[src/rtl/axi_traffic_gen_if.sv]
// AXI4 bus bundle shared by the traffic generator and its slave.
// Master/Slave modports give the handshake direction for each side.
interface AXI_BUS #(
    parameter int unsigned AXI_ADDR_WIDTH = 64,
    parameter int unsigned AXI_DATA_WIDTH = 64,
    parameter int unsigned AXI_ID_WIDTH   = 10,
    parameter int unsigned AXI_USER_WIDTH = 10
);
    logic [AXI_ID_WIDTH-1:0]     aw_id;
    logic [AXI_ADDR_WIDTH-1:0]   aw_addr;
    logic [7:0]                  aw_len;
    logic [2:0]                  aw_size;
    logic [1:0]                  aw_burst;
    logic                        aw_lock;
    logic [3:0]                  aw_cache;
    logic [2:0]                  aw_prot;
    logic [3:0]                  aw_qos;
    logic [3:0]                  aw_region;
    logic [5:0]                  aw_atop;
    logic [AXI_USER_WIDTH-1:0]   aw_user;
    logic                        aw_valid;
    logic                        aw_ready;

    logic [AXI_DATA_WIDTH-1:0]   w_data;
    logic [AXI_DATA_WIDTH/8-1:0] w_strb;
    logic                        w_last;
    logic [AXI_USER_WIDTH-1:0]   w_user;
    logic                        w_valid;
    logic                        w_ready;

    logic [AXI_ID_WIDTH-1:0]     b_id;
    logic [1:0]                  b_resp;
    logic [AXI_USER_WIDTH-1:0]   b_user;
    logic                        b_valid;
    logic                        b_ready;

    logic [AXI_ID_WIDTH-1:0]     ar_id;
    logic [AXI_ADDR_WIDTH-1:0]   ar_addr;
    logic [7:0]                  ar_len;
    logic [2:0]                  ar_size;
    logic [1:0]                  ar_burst;
    logic                        ar_lock;
    logic [3:0]                  ar_cache;
    logic [2:0]                  ar_prot;
    logic [3:0]                  ar_qos;
    logic [3:0]                  ar_region;
    logic [AXI_USER_WIDTH-1:0]   ar_user;
    logic                        ar_valid;
    logic                        ar_ready;

    logic [AXI_ID_WIDTH-1:0]     r_id;
    logic [AXI_DATA_WIDTH-1:0]   r_data;
    logic [1:0]                  r_resp;
    logic                        r_last;
    logic [AXI_USER_WIDTH-1:0]   r_user;
    logic                        r_valid;
    logic                        r_ready;

    modport Master (
        output aw_id, aw_addr, aw_len, aw_size, aw_burst, aw_lock, aw_cache,
               aw_prot, aw_qos, aw_region, aw_atop, aw_user, aw_valid,
        input  aw_ready,
        output w_data, w_strb, w_last, w_user, w_valid,
        input  w_ready,
        input  b_id, b_resp, b_user, b_valid,
        output b_ready,
        output ar_id, ar_addr, ar_len, ar_size, ar_burst, ar_lock, ar_cache,
               ar_prot, ar_qos, ar_region, ar_user, ar_valid,
        input  ar_ready,
        input  r_id, r_data, r_resp, r_last, r_user, r_valid,
        output r_ready
    );

    modport Slave (
        input  aw_id, aw_addr, aw_len, aw_size, aw_burst, aw_lock, aw_cache,
               aw_prot, aw_qos, aw_region, aw_atop, aw_user, aw_valid,
        output aw_ready,
        input  w_data, w_strb, w_last, w_user, w_valid,
        output w_ready,
        output b_id, b_resp, b_user, b_valid,
        input  b_ready,
        input  ar_id, ar_addr, ar_len, ar_size, ar_burst, ar_lock, ar_cache,
               ar_prot, ar_qos, ar_region, ar_user, ar_valid,
        output ar_ready,
        output r_id, r_data, r_resp, r_last, r_user, r_valid,
        input  r_ready
    );
endinterface

[src/rtl/axi_traffic_gen.sv]
// AXI4 write-then-readback traffic generator for memory path bring-up.
// Writes a counting pattern in INCR bursts, reads it back and counts errors.
module axi_traffic_gen #(
    parameter int unsigned AXI_ID_WIDTH   = 10,
    parameter int unsigned AXI_ADDR_WIDTH = 64,
    parameter int unsigned AXI_DATA_WIDTH = 64,
    parameter int unsigned AXI_USER_WIDTH = 10,
    parameter logic [AXI_ADDR_WIDTH-1:0] START_ADDR = 'h9000_0000,
    parameter int unsigned NUM_BURSTS     = 4,
    parameter int unsigned BURST_LEN      = 8,
    parameter logic [AXI_DATA_WIDTH-1:0] DATA_SEED = 'hDEAD_BEEF
) (
    input  logic        clk_i,
    input  logic        rst_i,
    input  logic        start_i,
    output logic        busy_o,
    output logic        done_o,
    output logic        pass_o,
    output logic [15:0] mism_cnt_o,
    output logic [15:0] resp_err_cnt_o,
    AXI_BUS.Master      axi_master_port
);
    localparam int unsigned BYTES  = AXI_DATA_WIDTH / 8;
    localparam int unsigned BBYTES = BURST_LEN * BYTES;
    localparam int unsigned GW     = $clog2(NUM_BURSTS * BURST_LEN) + 1;
    localparam logic [2:0]  SIZE   = 3'($clog2(BYTES));
    localparam logic [7:0]  LEN    = 8'(BURST_LEN - 1);
    localparam logic [15:0] LAST_B = 16'(NUM_BURSTS - 1);
    localparam logic [AXI_ADDR_WIDTH-1:0] ALIGN_MASK = AXI_ADDR_WIDTH'(BYTES - 1);
    localparam logic [AXI_ADDR_WIDTH-1:0] BSTEP      = AXI_ADDR_WIDTH'(BBYTES);

    function automatic bit crosses_4k();
        bit hit;
        longint unsigned off;
        hit = 1'b0;
        for (longint unsigned b = 0; b < NUM_BURSTS; b++) begin
            off = (64'(START_ADDR[11:0]) + b * BBYTES) % 4096;
            if (off + BBYTES > 4096) hit = 1'b1;
        end
        return hit;
    endfunction

    if (BURST_LEN < 1 || BURST_LEN > 256) begin : g_len_chk
        $error("axi_traffic_gen: BURST_LEN must be 1..256");
    end
    if (NUM_BURSTS < 1 || NUM_BURSTS > 65535) begin : g_num_chk
        $error("axi_traffic_gen: NUM_BURSTS must be 1..65535");
    end
    if ((START_ADDR & ALIGN_MASK) != '0) begin : g_align_chk
        $error("axi_traffic_gen: START_ADDR not aligned to bus width");
    end
    if (crosses_4k()) begin : g_4k_chk
        $error("axi_traffic_gen: a burst crosses a 4 KiB boundary");
    end

    typedef enum logic [2:0] {
        IDLE, WR_ADDR, WR_DATA, WR_RESP, RD_ADDR, RD_DATA, DONE
    } state_e;

    state_e          state_q;
    logic [15:0]     burst_q;
    logic [7:0]      beat_q;
    logic [GW-1:0]   gbeat_q;
    logic            aw_valid_q, w_valid_q, b_ready_q, ar_valid_q, r_ready_q;
    logic            busy_q, done_q, pass_q;
    logic [15:0]     mism_q, err_q, mism_nxt, err_nxt;
    logic            last_beat, last_burst;
    logic [AXI_DATA_WIDTH-1:0] pattern;
    logic [AXI_ADDR_WIDTH-1:0] burst_addr;
    logic            unused_resp;

    function automatic logic [15:0] sat_inc(input logic [15:0] v);
        return (v == 16'hFFFF) ? v : v + 16'd1;
    endfunction

    assign last_beat  = (beat_q == LEN);
    assign last_burst = (burst_q == LAST_B);
    assign pattern    = DATA_SEED + AXI_DATA_WIDTH'(gbeat_q);
    assign burst_addr = START_ADDR + AXI_ADDR_WIDTH'(burst_q) * BSTEP;

    assign unused_resp = ^{axi_master_port.b_id, axi_master_port.b_user,
                           axi_master_port.r_id, axi_master_port.r_user};

    assign axi_master_port.aw_id     = '0;
    assign axi_master_port.aw_addr   = burst_addr;
    assign axi_master_port.aw_len    = LEN;
    assign axi_master_port.aw_size   = SIZE;
    assign axi_master_port.aw_burst  = 2'b01;
    assign axi_master_port.aw_lock   = 1'b0;
    assign axi_master_port.aw_cache  = '0;
    assign axi_master_port.aw_prot   = '0;
    assign axi_master_port.aw_qos    = '0;
    assign axi_master_port.aw_region = '0;
    assign axi_master_port.aw_atop   = '0;
    assign axi_master_port.aw_user   = '0;
    assign axi_master_port.aw_valid  = aw_valid_q;

    assign axi_master_port.w_data    = pattern;
    assign axi_master_port.w_strb    = '1;
    assign axi_master_port.w_last    = last_beat;
    assign axi_master_port.w_user    = '0;
    assign axi_master_port.w_valid   = w_valid_q;

    assign axi_master_port.b_ready   = b_ready_q;

    assign axi_master_port.ar_id     = '0;
    assign axi_master_port.ar_addr   = burst_addr;
    assign axi_master_port.ar_len    = LEN;
    assign axi_master_port.ar_size   = SIZE;
    assign axi_master_port.ar_burst  = 2'b01;
    assign axi_master_port.ar_lock   = 1'b0;
    assign axi_master_port.ar_cache  = '0;
    assign axi_master_port.ar_prot   = '0;
    assign axi_master_port.ar_qos    = '0;
    assign axi_master_port.ar_region = '0;
    assign axi_master_port.ar_user   = '0;
    assign axi_master_port.ar_valid  = ar_valid_q;

    assign axi_master_port.r_ready   = r_ready_q;

    assign busy_o         = busy_q;
    assign done_o         = done_q;
    assign pass_o         = pass_q;
    assign mism_cnt_o     = mism_q;
    assign resp_err_cnt_o = err_q;

    // Error counters as they stand after this cycle's B/R beat is judged.
    always_comb begin
        mism_nxt = mism_q;
        err_nxt  = err_q;
        if (state_q == WR_RESP && axi_master_port.b_valid &&
            axi_master_port.b_resp != 2'b00) begin
            err_nxt = sat_inc(err_q);
        end
        if (state_q == RD_DATA && axi_master_port.r_valid) begin
            if (axi_master_port.r_resp != 2'b00) err_nxt = sat_inc(err_q);
            if (axi_master_port.r_data != pattern ||
                axi_master_port.r_last != last_beat) begin
                mism_nxt = sat_inc(mism_q);
            end
        end
    end

    // Sequencer: one outstanding transaction, all handshake outputs registered.
    always_ff @(posedge clk_i) begin
        if (rst_i) begin
            state_q    <= IDLE;
            burst_q    <= '0;
            beat_q     <= '0;
            gbeat_q    <= '0;
            aw_valid_q <= 1'b0;
            w_valid_q  <= 1'b0;
            b_ready_q  <= 1'b0;
            ar_valid_q <= 1'b0;
            r_ready_q  <= 1'b0;
            busy_q     <= 1'b0;
            done_q     <= 1'b0;
            pass_q     <= 1'b0;
            mism_q     <= '0;
            err_q      <= '0;
        end else begin
            mism_q <= mism_nxt;
            err_q  <= err_nxt;
            unique case (state_q)
                IDLE, DONE: begin
                    if (start_i) begin
                        state_q    <= WR_ADDR;
                        burst_q    <= '0;
                        beat_q     <= '0;
                        gbeat_q    <= '0;
                        aw_valid_q <= 1'b1;
                        busy_q     <= 1'b1;
                        done_q     <= 1'b0;
                        pass_q     <= 1'b0;
                        mism_q     <= '0;
                        err_q      <= '0;
                    end
                end
                WR_ADDR: begin
                    if (axi_master_port.aw_ready) begin
                        aw_valid_q <= 1'b0;
                        w_valid_q  <= 1'b1;
                        state_q    <= WR_DATA;
                    end
                end
                WR_DATA: begin
                    if (axi_master_port.w_ready) begin
                        gbeat_q <= gbeat_q + 1'b1;
                        if (last_beat) begin
                            beat_q    <= '0;
                            w_valid_q <= 1'b0;
                            b_ready_q <= 1'b1;
                            state_q   <= WR_RESP;
                        end else begin
                            beat_q <= beat_q + 8'd1;
                        end
                    end
                end
                WR_RESP: begin
                    if (axi_master_port.b_valid) begin
                        b_ready_q <= 1'b0;
                        if (last_burst) begin
                            burst_q    <= '0;
                            gbeat_q    <= '0;
                            ar_valid_q <= 1'b1;
                            state_q    <= RD_ADDR;
                        end else begin
                            burst_q    <= burst_q + 16'd1;
                            aw_valid_q <= 1'b1;
                            state_q    <= WR_ADDR;
                        end
                    end
                end
                RD_ADDR: begin
                    if (axi_master_port.ar_ready) begin
                        ar_valid_q <= 1'b0;
                        r_ready_q  <= 1'b1;
                        state_q    <= RD_DATA;
                    end
                end
                RD_DATA: begin
                    if (axi_master_port.r_valid) begin
                        gbeat_q <= gbeat_q + 1'b1;
                        if (last_beat) begin
                            beat_q    <= '0;
                            r_ready_q <= 1'b0;
                            if (last_burst) begin
                                busy_q  <= 1'b0;
                                done_q  <= 1'b1;
                                pass_q  <= (mism_nxt == '0) && (err_nxt == '0);
                                state_q <= DONE;
                            end else begin
                                burst_q    <= burst_q + 16'd1;
                                ar_valid_q <= 1'b1;
                                state_q    <= RD_ADDR;
                            end
                        end else begin
                            beat_q <= beat_q + 8'd1;
                        end
                    end
                end
                default: state_q <= IDLE;
            endcase
        end
    end
endmodule

[src/flat_wrapper.sv]
// flat-port wrapper written by rule: the top's interface ports become plain ports
module axi_traffic_gen_flat 
#(
    parameter int unsigned AXI_ID_WIDTH   = 10,
    parameter int unsigned AXI_ADDR_WIDTH = 64,
    parameter int unsigned AXI_DATA_WIDTH = 64,
    parameter int unsigned AXI_USER_WIDTH = 10,
    parameter logic [AXI_ADDR_WIDTH-1:0] START_ADDR = 'h9000_0000,
    parameter int unsigned NUM_BURSTS     = 4,
    parameter int unsigned BURST_LEN      = 8,
    parameter logic [AXI_DATA_WIDTH-1:0] DATA_SEED = 'hDEAD_BEEF
)
  (clk_i, rst_i, start_i, busy_o, done_o, pass_o, mism_cnt_o, resp_err_cnt_o, axi_master_port_aw_id, axi_master_port_aw_addr, axi_master_port_aw_len, axi_master_port_aw_size, axi_master_port_aw_burst, axi_master_port_aw_lock, axi_master_port_aw_cache, axi_master_port_aw_prot, axi_master_port_aw_qos, axi_master_port_aw_region, axi_master_port_aw_atop, axi_master_port_aw_user, axi_master_port_aw_valid, axi_master_port_aw_ready, axi_master_port_w_data, axi_master_port_w_strb, axi_master_port_w_last, axi_master_port_w_user, axi_master_port_w_valid, axi_master_port_w_ready, axi_master_port_b_id, axi_master_port_b_resp, axi_master_port_b_user, axi_master_port_b_valid, axi_master_port_b_ready, axi_master_port_ar_id, axi_master_port_ar_addr, axi_master_port_ar_len, axi_master_port_ar_size, axi_master_port_ar_burst, axi_master_port_ar_lock, axi_master_port_ar_cache, axi_master_port_ar_prot, axi_master_port_ar_qos, axi_master_port_ar_region, axi_master_port_ar_user, axi_master_port_ar_valid, axi_master_port_ar_ready, axi_master_port_r_id, axi_master_port_r_data, axi_master_port_r_resp, axi_master_port_r_last, axi_master_port_r_user, axi_master_port_r_valid, axi_master_port_r_ready);
  AXI_BUS #(.AXI_ADDR_WIDTH(AXI_ADDR_WIDTH), .AXI_DATA_WIDTH(AXI_DATA_WIDTH), .AXI_ID_WIDTH(AXI_ID_WIDTH), .AXI_USER_WIDTH(AXI_USER_WIDTH)) axi_master_port_i ();
  input  logic clk_i;
  input  logic rst_i;
  input  logic start_i;
  output logic busy_o;
  output logic done_o;
  output logic pass_o;
  output logic [15:0] mism_cnt_o;
  output logic [15:0] resp_err_cnt_o;
  output wire logic [$bits(axi_master_port_i.aw_id)-1:0] axi_master_port_aw_id;
  output wire logic [$bits(axi_master_port_i.aw_addr)-1:0] axi_master_port_aw_addr;
  output wire logic [$bits(axi_master_port_i.aw_len)-1:0] axi_master_port_aw_len;
  output wire logic [$bits(axi_master_port_i.aw_size)-1:0] axi_master_port_aw_size;
  output wire logic [$bits(axi_master_port_i.aw_burst)-1:0] axi_master_port_aw_burst;
  output wire logic [$bits(axi_master_port_i.aw_lock)-1:0] axi_master_port_aw_lock;
  output wire logic [$bits(axi_master_port_i.aw_cache)-1:0] axi_master_port_aw_cache;
  output wire logic [$bits(axi_master_port_i.aw_prot)-1:0] axi_master_port_aw_prot;
  output wire logic [$bits(axi_master_port_i.aw_qos)-1:0] axi_master_port_aw_qos;
  output wire logic [$bits(axi_master_port_i.aw_region)-1:0] axi_master_port_aw_region;
  output wire logic [$bits(axi_master_port_i.aw_atop)-1:0] axi_master_port_aw_atop;
  output wire logic [$bits(axi_master_port_i.aw_user)-1:0] axi_master_port_aw_user;
  output wire logic [$bits(axi_master_port_i.aw_valid)-1:0] axi_master_port_aw_valid;
  input wire logic [$bits(axi_master_port_i.aw_ready)-1:0] axi_master_port_aw_ready;
  output wire logic [$bits(axi_master_port_i.w_data)-1:0] axi_master_port_w_data;
  output wire logic [$bits(axi_master_port_i.w_strb)-1:0] axi_master_port_w_strb;
  output wire logic [$bits(axi_master_port_i.w_last)-1:0] axi_master_port_w_last;
  output wire logic [$bits(axi_master_port_i.w_user)-1:0] axi_master_port_w_user;
  output wire logic [$bits(axi_master_port_i.w_valid)-1:0] axi_master_port_w_valid;
  input wire logic [$bits(axi_master_port_i.w_ready)-1:0] axi_master_port_w_ready;
  input wire logic [$bits(axi_master_port_i.b_id)-1:0] axi_master_port_b_id;
  input wire logic [$bits(axi_master_port_i.b_resp)-1:0] axi_master_port_b_resp;
  input wire logic [$bits(axi_master_port_i.b_user)-1:0] axi_master_port_b_user;
  input wire logic [$bits(axi_master_port_i.b_valid)-1:0] axi_master_port_b_valid;
  output wire logic [$bits(axi_master_port_i.b_ready)-1:0] axi_master_port_b_ready;
  output wire logic [$bits(axi_master_port_i.ar_id)-1:0] axi_master_port_ar_id;
  output wire logic [$bits(axi_master_port_i.ar_addr)-1:0] axi_master_port_ar_addr;
  output wire logic [$bits(axi_master_port_i.ar_len)-1:0] axi_master_port_ar_len;
  output wire logic [$bits(axi_master_port_i.ar_size)-1:0] axi_master_port_ar_size;
  output wire logic [$bits(axi_master_port_i.ar_burst)-1:0] axi_master_port_ar_burst;
  output wire logic [$bits(axi_master_port_i.ar_lock)-1:0] axi_master_port_ar_lock;
  output wire logic [$bits(axi_master_port_i.ar_cache)-1:0] axi_master_port_ar_cache;
  output wire logic [$bits(axi_master_port_i.ar_prot)-1:0] axi_master_port_ar_prot;
  output wire logic [$bits(axi_master_port_i.ar_qos)-1:0] axi_master_port_ar_qos;
  output wire logic [$bits(axi_master_port_i.ar_region)-1:0] axi_master_port_ar_region;
  output wire logic [$bits(axi_master_port_i.ar_user)-1:0] axi_master_port_ar_user;
  output wire logic [$bits(axi_master_port_i.ar_valid)-1:0] axi_master_port_ar_valid;
  input wire logic [$bits(axi_master_port_i.ar_ready)-1:0] axi_master_port_ar_ready;
  input wire logic [$bits(axi_master_port_i.r_id)-1:0] axi_master_port_r_id;
  input wire logic [$bits(axi_master_port_i.r_data)-1:0] axi_master_port_r_data;
  input wire logic [$bits(axi_master_port_i.r_resp)-1:0] axi_master_port_r_resp;
  input wire logic [$bits(axi_master_port_i.r_last)-1:0] axi_master_port_r_last;
  input wire logic [$bits(axi_master_port_i.r_user)-1:0] axi_master_port_r_user;
  input wire logic [$bits(axi_master_port_i.r_valid)-1:0] axi_master_port_r_valid;
  output wire logic [$bits(axi_master_port_i.r_ready)-1:0] axi_master_port_r_ready;
  assign axi_master_port_aw_id = axi_master_port_i.aw_id;
  assign axi_master_port_aw_addr = axi_master_port_i.aw_addr;
  assign axi_master_port_aw_len = axi_master_port_i.aw_len;
  assign axi_master_port_aw_size = axi_master_port_i.aw_size;
  assign axi_master_port_aw_burst = axi_master_port_i.aw_burst;
  assign axi_master_port_aw_lock = axi_master_port_i.aw_lock;
  assign axi_master_port_aw_cache = axi_master_port_i.aw_cache;
  assign axi_master_port_aw_prot = axi_master_port_i.aw_prot;
  assign axi_master_port_aw_qos = axi_master_port_i.aw_qos;
  assign axi_master_port_aw_region = axi_master_port_i.aw_region;
  assign axi_master_port_aw_atop = axi_master_port_i.aw_atop;
  assign axi_master_port_aw_user = axi_master_port_i.aw_user;
  assign axi_master_port_aw_valid = axi_master_port_i.aw_valid;
  assign axi_master_port_i.aw_ready = axi_master_port_aw_ready;
  assign axi_master_port_w_data = axi_master_port_i.w_data;
  assign axi_master_port_w_strb = axi_master_port_i.w_strb;
  assign axi_master_port_w_last = axi_master_port_i.w_last;
  assign axi_master_port_w_user = axi_master_port_i.w_user;
  assign axi_master_port_w_valid = axi_master_port_i.w_valid;
  assign axi_master_port_i.w_ready = axi_master_port_w_ready;
  assign axi_master_port_i.b_id = axi_master_port_b_id;
  assign axi_master_port_i.b_resp = axi_master_port_b_resp;
  assign axi_master_port_i.b_user = axi_master_port_b_user;
  assign axi_master_port_i.b_valid = axi_master_port_b_valid;
  assign axi_master_port_b_ready = axi_master_port_i.b_ready;
  assign axi_master_port_ar_id = axi_master_port_i.ar_id;
  assign axi_master_port_ar_addr = axi_master_port_i.ar_addr;
  assign axi_master_port_ar_len = axi_master_port_i.ar_len;
  assign axi_master_port_ar_size = axi_master_port_i.ar_size;
  assign axi_master_port_ar_burst = axi_master_port_i.ar_burst;
  assign axi_master_port_ar_lock = axi_master_port_i.ar_lock;
  assign axi_master_port_ar_cache = axi_master_port_i.ar_cache;
  assign axi_master_port_ar_prot = axi_master_port_i.ar_prot;
  assign axi_master_port_ar_qos = axi_master_port_i.ar_qos;
  assign axi_master_port_ar_region = axi_master_port_i.ar_region;
  assign axi_master_port_ar_user = axi_master_port_i.ar_user;
  assign axi_master_port_ar_valid = axi_master_port_i.ar_valid;
  assign axi_master_port_i.ar_ready = axi_master_port_ar_ready;
  assign axi_master_port_i.r_id = axi_master_port_r_id;
  assign axi_master_port_i.r_data = axi_master_port_r_data;
  assign axi_master_port_i.r_resp = axi_master_port_r_resp;
  assign axi_master_port_i.r_last = axi_master_port_r_last;
  assign axi_master_port_i.r_user = axi_master_port_r_user;
  assign axi_master_port_i.r_valid = axi_master_port_r_valid;
  assign axi_master_port_r_ready = axi_master_port_i.r_ready;
  axi_traffic_gen #(.AXI_ID_WIDTH(AXI_ID_WIDTH), .AXI_ADDR_WIDTH(AXI_ADDR_WIDTH), .AXI_DATA_WIDTH(AXI_DATA_WIDTH), .AXI_USER_WIDTH(AXI_USER_WIDTH), .START_ADDR(START_ADDR), .NUM_BURSTS(NUM_BURSTS), .BURST_LEN(BURST_LEN), .DATA_SEED(DATA_SEED)) u_core (.clk_i(clk_i), .rst_i(rst_i), .start_i(start_i), .busy_o(busy_o), .done_o(done_o), .pass_o(pass_o), .mism_cnt_o(mism_cnt_o), .resp_err_cnt_o(resp_err_cnt_o), .axi_master_port(axi_master_port_i));
endmodule
[config.mk]
export PLATFORM = sky130hd
export DESIGN_NAME = axi_traffic_gen_flat
export DESIGN_NICKNAME = d
export VERILOG_FILES = /design/src/rtl/axi_traffic_gen_if.sv /design/src/rtl/axi_traffic_gen.sv /design/src/flat_wrapper.sv
export SDC_FILE = /design/constraint.sdc
export NUM_CORES = 1
export LEC_CHECK = 0
export BUFFER_PORTS_ARGS = -buffer_cell sky130_fd_sc_hd__buf_4
export CORE_AREA = 8 8 176 178
export DETAILED_ROUTE_END_ITERATION = 8
export DIE_AREA = 0 0 184 186
export SYNTH_ARGS = -nofsm -noshare
export SYNTH_HDL_FRONTEND = slang
export SYNTH_SLANG_ARGS = --single-unit
[constraint.sdc]
create_clock -name clk_i -period 3.3 [get_ports clk_i]
set_input_delay 0.66 -clock clk_i [delete_from_list [all_inputs] [get_ports clk_i]]
set_output_delay 0.66 -clock clk_i [all_outputs]
set_load 0.1 [all_outputs]
==> implementation parameters, run 1 <==
Parameter                              Value

Yosys
  Number of warnings reported in the yosys synthesis log ... 0
  Sequential-to-total area share from yosys stat ... 20.9%
  Post-synthesis sequential element count ... 73
  Number of distinct library cells after synthesis ... 76
  Number of flops mapped to enable cells by yosys ... 0
  Average cell area after synthesis ... 7.71 sq um
  Fraction of registers with async set or reset after synthesis ... 0%
  Leading register cell type out of synthesis ... dfxtp_1
  Post-synth design cell area ... 0.00698 sq mm
  Gate count after technology mapping ... 905

Finish
  Post-route insts no fill ... 1437
  Number of fillers in the final layout ... 3059
  Utilization of the core after routing ... 27.8%
  Leading cell type in the layout, fill and taps excluded ... conb_1
  ANT cells ... 0
  Area growth from synthesis to layout ... 12.4%
  Share of layout cells above drive strength 1 ... 20.0%
  Final Net Count ... 1172
  Most frequent cells in the layout ... 273 x conb_1, 178 x buf_4, 83 x nor2_1

GRT
  Pin count of the biggest net entering global routing ... 33
  Initial antenna violation count ... 0
  Total global routing overflow ... 0
  Routing usage on met1 ... 14.2%
  Met2 track demand over resource in global routing ... 17.8%
  Top Usage Layer GRT ... met2
  Wire length of the first global-routing pass ... 30300 um
  Grt met3 use ... 3.53%
  Number of global-route vias before repair ... 5521
  Total track usage ... 11.1%

Detailed routing
  Total DRC errors in the routed layout ... 0
  Via count normalized by instance count ... 4.15
  Number of iterations in the first detailed-routing pass ... 5
  Post-detailed-routing wire length ... 21100 um
  Post-detailed-route count of antenna-violating nets ... 0
  DRC violation total after the first TritonRoute iteration ... 353
  Mean routed wirelength per cell ... 14.7 um
  Detailed-route via count ... 5969

Clocking
  Post-CTS Hold Buffers ... 0
  Number of gates resized after cts ... 0
  CTS tree ... built
  Sink Count ... 73
  Root buffer cell ... clkbuf_16
  Total CTS buffers ... 9
  Clock Path Buffers ... 2
  Clock latency on the worst-skew pair ... 0.35 ns
  Post-CTS Setup Inserts ... 0
  H-Tree Level Count ... 3
  Clock slew at reported path FFs ... 0.06 ns

STA
  Max Freq ... 334 MHz
  Max-slew headroom ... 59.2%
  Worst clock skew on the final layout ... 0.0139 ns
  Pin slew with the least headroom to its limit ... 0.611 ns
  Setup violation total in the final timing report ... 0
  Post-Route Setup TNS ... 0 ns
  Unrepaired setup endpoints after global routing ... no
  Max-slew violation count ... 0
  Final cycle utilization of the critical path ... 90.6%
  Post-layout minimum cycle time ... 2.99 ns
  Final Hold Violating Endpoints ... 0

Setup path
  CP max-delay cell ... or3b_1
  Logic depth of the worst register-to-register path ... 10
  Critical register-to-register path startpoint ... u_core.gbeat_q[0]
  Arr. time, crit path ... 3.26 ns
  CP endpoint kind ... register
  Setup slack of the worst register-to-register path ... 0.31 ns
  Crit Reg-Reg Endpoint ... u_core.pass_o
  Category of the most critical setup path ... register to register
  End of the critical path ... u_core.pass_o
  Data required time at the worst endpoint ... 3.57 ns
  Critical path's largest stage delay ... 0.49 ns
  CP startpoint kind ... register
  Cell with the most instances on the worst path ... o21ai_1
  Start point of the critical path ... u_core.gbeat_q[0]
  Critical path cell sequence ... clkinvlp_4, ha_2, or3b_1, a21boi_0, o21ai_1, and4_4, o21ai_0, a2111oi_0, o2111ai_1, o21ai_1
  Top fanout value on the critical path ... 8

Die
  IO Count ... 472
  Vertical extent of the die ... 186 um
  Number of standard-cell rows in the floorplan ... 62
  Total core area ... 0.0282 sq mm
  Die Wd ... 184 um
  Area of the die ... 0.0342 sq mm
  Initial core utilization ... 24.7%

Worst hold path
  Classification of the worst-slack hold path ... register to register

Run status
  Run status ... finished clean

Power
  Leakage ... 0.00348 uW
  Worst IR drop on VDD ... 0.000248 V
  Power Density ... 603 mW/mm^2

Placed design
  Port bufs ... 158
  Detailed-placement wirelength estimate ... 17500 um
  Number of placed instances with taps included ... 1421
  Weighted congestion at the end of routability-driven global placement ... 0.834

Flow run
  Max-cap violation count ... 0
-- per-layer routing --
layer	vias up	wire [um]
met2	268	9880
met4	0	232
met5	-	0
li1	2893	-
met3	19	1820
met1	2789	9150
-- area by class of cell --
class	count	area, sq um	share of cell area, %
Clock inverter	6	67.6	0.861
Multi-Input combinational cell	774	4220	53.8
Clock buffer	10	229	2.92
Inverter	12	48.8	0.622
Sequential cell	73	1460	18.7
Tap cell	384	480	6.12
Timing Repair Buffer	178	1340	17.0
-- synthesized netlist by cell type (3+ instances only) --
cell type  count  share of area [%]
and4_1         7               0.88
nor4_1        22                2.0
nor3_1        28                2.0
a31oi_1       10               0.90
xnor2_1       21                2.6
nand2_1       51                2.7
nand3_1       30                2.2
and3_1        12                1.1
nand4b_1       3               0.38
buf_4        289                 31
a22oi_1        3               0.32
a21o_1         3               0.32
clkbuf_1      20                1.1
and4b_1        5               0.72
nor4b_1        6               0.75
o21ai_0       18                1.3
o211ai_1       7               0.75
o21a_1         4               0.43
buf_2          3               0.22
nand2b_1       8               0.72
a211oi_1       3               0.32
nor4bb_1       4               0.57
nor2_1        84                4.5
mux2i_1        6               0.86
o2111ai_1      5               0.63
inv_1         11               0.59
ha_1           7                1.3
dfxtp_1       73                 21
o22ai_1        3               0.27
a21oi_1       30                2.2
o31ai_1        3               0.32
nor3b_1        3               0.32
nor2b_1        4               0.36
a311oi_1       3               0.38
xor2_1        28                3.5
or3_1         13                1.2
nand4_1       25                2.2
-- where the power goes --
part / leakage (uW) / internal (uW) / switching [uW]
clock: 0.000139 / 589 / 411
combinational: 0.00275 / 399 / 2350
sequential: 0.000590 / 927 / 53.9
total: 0.00348 / 1910 / 2820
-- sequential cells by signal, indices dropped and copies added, names as in the netlist, 3 cells and up --
register / count
u_core.resp_err_cnt_o: 16
u_core.mism_cnt_o: 16
u_core.beat_q: 8
u_core.state_q: 3
u_core.burst_q: 16
u_core.gbeat_q: 6
-- critical path, delay by kind of cell, from the launching register on --
| family | cells | cell delay [ns] |
|---|---|---|
| buffers and inverters | 1 | 0.14 |
| and+or+nand+nor | 2 | 0.85 |
| DFF | 1 | 0.39 |
| AOI/OAI and AO/OA | 6 | 1.34 |
| adders and majority gates | 1 | 0.21 |
-- how the worst min path moves through the flow --
stage	startpoint	to	slack, ns	depth (start not counted)
after floorplan	u_core.beat_q[7]	u_core.beat_q[7]	0.45	2
after global placement	u_core.axi_master_port.r_ready	u_core.axi_master_port.r_ready	0.45	2
after detailed placement	u_core.axi_master_port.r_ready	u_core.axi_master_port.r_ready	0.45	2
after CTS	u_core.axi_master_port.r_ready	u_core.axi_master_port.r_ready	0.46	2
after global routing	u_core.axi_master_port.r_ready	u_core.axi_master_port.r_ready	0.48	2
final	u_core.axi_master_port.r_ready	u_core.axi_master_port.r_ready	0.46	2
-- metrics by stage --
step	power [uW]	worst slack, ns	instance area (sq um)	hold WS [ns]
final	4730	0.310	7850	0.464
after detailed placement	3730	0.130	7550	0.453
after global routing	4920	0.0417	7850	0.483
after global placement	3730	0.179	7550	0.445
after CTS	4760	0.261	7850	0.464
after floorplan	3590	-0.119	8030	0.454
-- cells by family after synthesis --
logic type / Yosys count / share of synthesized area [%]
AO/OA/AOI/OAI: 114 / 11.2
XOR/XNOR: 52 / 7.13
adder cells (fa/ha/maj): 7 / 1.25
buffers and inverters: 329 / 33.5
flip-flops: 73 / 20.9
multiplexers: 8 / 1.18
other: 2 / 0.108
AND/OR/NAND/NOR: 320 / 24.7
Power figures use the tool's default switching activity.
==> run 2: changes to the inputs <==
- RECOVER_POWER: not set -> 25
==> run 2 against run 1 <==
Flip-flop and latch count is the same; power is 0.51% lower; worst setup slack barely moved; non-clock buffer count did not move; core utilization fell by 0.50 points; critical path depth is the same; first-iteration DRC count is 7.9% lower; worst hold slack worse by 0.0018 ns; largest cell class unchanged.
==> implementation parameters, run 2 (same netlist as run 1, synthesis figures left out) <==
Parameter                              Value

Run status
  Run status ... finished clean

Setup path
  Worst path top cell family by delay ... compound AO/OA/AOI/OAI gates
  CP startpoint kind ... register
  Category of the most critical setup path ... register to register
  Arr. time, crit path ... 3.26 ns (about the same)
  CP max-delay cell ... or3b_1
  Critical path cell sequence ... clkinvlp_4, ha_2, or3b_1, a21boi_0, o21ai_1, and4_4, o21ai_0, a2111oi_0, o2111ai_1, o21ai_1
  Top fanout value on the critical path ... 8 (unchanged)
  Critical path's largest stage delay ... 0.49 ns (about the same)
  Logic depth of the worst register-to-register path ... 10 (unchanged)
  Cell with the most instances on the worst path ... o21ai_1
  Data required time at the worst endpoint ... 3.57 ns (about the same)
  Buffer and inverter count on the worst path ... 1 (unchanged)
  CP endpoint kind ... register
  Worst path depth ... 10 (unchanged)

Detailed routing
  Via count normalized by instance count ... 4.14 (-0.42%)
  Post-detailed-route count of antenna-violating nets ... 0 (unchanged)
  Total DRC errors in the routed layout ... 0 (unchanged)
  Mean routed wirelength per cell ... 14.7 um (about the same)
  DRC violation total after the first TritonRoute iteration ... 325 (-7.9%)
  Number of iterations in the first detailed-routing pass ... 4 (-1)
  Post-detailed-routing wire length ... 21100 um (about the same)
  Detailed-route via count ... 5944 (-0.42%)

Clocking
  H-Tree Level Count ... 3 (unchanged)
  Total CTS buffers ... 9 (unchanged)
  Root buffer cell ... clkbuf_16
  Clock slew at reported path FFs ... 0.06 ns (about the same)
  CTS tree ... built
  Clock Path Buffers ... 2 (unchanged)
  Post-CTS Setup Inserts ... 0 (unchanged)
  Post-CTS Hold Buffers ... 0 (unchanged)
  Clock latency on the worst-skew pair ... 0.35 ns (about the same)
  Sink Count ... 73 (unchanged)
  Number of gates resized after cts ... 0 (unchanged)

STA
  Max-slew violation count ... 0 (unchanged)
  Worst clock skew on the final layout ... 0.0145 ns (+0.000618 ns)
  Max Freq ... 334 MHz (about the same)
  Pin slew with the least headroom to its limit ... 1.29 ns (+0.682 ns)
  Unrepaired setup endpoints after global routing ... no
  Post-layout minimum cycle time ... 2.99 ns (+0.000123 ns)
  Post-Route Setup TNS ... 0 ns (unchanged)
  Final cycle utilization of the critical path ... 90.6% (about the same)
  Setup violation total in the final timing report ... 0 (unchanged)
  Max-slew headroom ... 14.2% (-45 points)
  Final Hold Violating Endpoints ... 0 (unchanged)

GRT
  Total global routing overflow ... 0 (unchanged)
  Pin count of the biggest net entering global routing ... 33 (unchanged)
  Wire length of the first global-routing pass ... 30300 um (unchanged)
  Total track usage ... 11.1% (unchanged)
  Initial antenna violation count ... 0 (unchanged)
  Number of global-route vias before repair ... 5521 (unchanged)

Die
  Die Wd ... 184 um (unchanged)
  Number of standard-cell rows in the floorplan ... 62 (unchanged)
  IO Count ... 472 (unchanged)
  Total core area ... 0.0282 sq mm (unchanged)
  Area of the die ... 0.0342 sq mm (unchanged)
  Vertical extent of the die ... 186 um (unchanged)
  Initial core utilization ... 24.7% (unchanged)

Finish
  Post-layout instance area ... 0.00770 sq mm (-1.8%)
  Post-route insts no fill ... 1437 (unchanged)
  Area growth from synthesis to layout ... 10.4%
  Final Net Count ... 1172 (unchanged)
  Share of layout cells above drive strength 1 ... 16.4% (-3.6 points)
  Leading cell type in the layout, fill and taps excluded ... conb_1
  ANT cells ... 0 (unchanged)
  Area of all sequential standard cells ... 0.00146 sq mm (unchanged)
  Number of fillers in the final layout ... 3093 (+1.1%)
  Most frequent cells in the layout ... 273 x conb_1, 141 x buf_4, 84 x nor2_1
  Area occupied by multi-input gates ... 0.00422 sq mm (about the same)

Worst hold path
  Classification of the worst-slack hold path ... register to register
  Number of cells traversed by the worst hold path ... 2 (unchanged)

Power
  Power Density ... 611 mW/mm^2 (+1.3%)
  Worst IR drop on VDD ... 0.000248 V (about the same)
  Overall power consumption ... 4710 uW (-0.51%)
  Leakage ... 0.00332 uW (-4.5%)

Placed design
  Number of placed instances with taps included ... 1421 (unchanged)
  Port bufs ... 158 (unchanged)
  Weighted congestion at the end of routability-driven global placement ... 0.834 (unchanged)
  Area after DPL ... 0.00755 sq mm (unchanged)
  Detailed-placement wirelength estimate ... 17500 um (unchanged)

Flow run
  Max-cap violation count ... 0 (unchanged)
## run 2: worst reg2reg max path: cells and delay by family (launching register included)
family	cells	cell delay [ns]
compound gates	6	1.34
simple gates	2	0.85
flops	1	0.39
fa+ha+maj	1	0.21
buf+inv	1	0.14
## run 2: layer usage
layer	global-route usage, %	vias up	wire, um
met2	17.8	261	9940
met3	3.53	16	1790
li1	-	2889	-
met4	2.68	0	209
met1	14.2	2778	9150
met5	0	-	0
## run 2: cell type report
class	count	share of cell area (%)
flip-flops and latches	73	19.0
clock inverters	6	0.877
clock buffers	10	2.97
repair buffers	178	15.5
inverters	12	0.633
multi-input cells	774	54.7
well taps	384	6.24
## run 2: metrics by stage
stage	worst slack [ns]	util (%)	hold slack, ns
final	0.310	27.3	0.462
after global routing	0.0417	27.3	0.481
after CTS	0.261	27.8	0.464
after detailed placement	0.130	26.7	0.453
after global placement	0.179	26.7	0.445
after floorplan	-0.119	-	0.454
## run 2: worst paths after layout
check	startpoint	slack (ns)	to
worst min register to register	u_core.axi_master_port.r_ready	0.46	u_core.axi_master_port.r_ready
worst min-delay path	u_core.axi_master_port.r_ready	0.46	u_core.axi_master_port.r_ready
worst max-delay path	u_core.gbeat_q[0]	0.31	u_core.pass_o
worst max register to register	u_core.gbeat_q[0]	0.31	u_core.pass_o
## run 2: power by group
group	switching, uW	leakage (uW)	internal (uW)
Clock	412	0.000139	589
Combinational	2350	0.00259	374
Sequential	53.2	0.000590	927
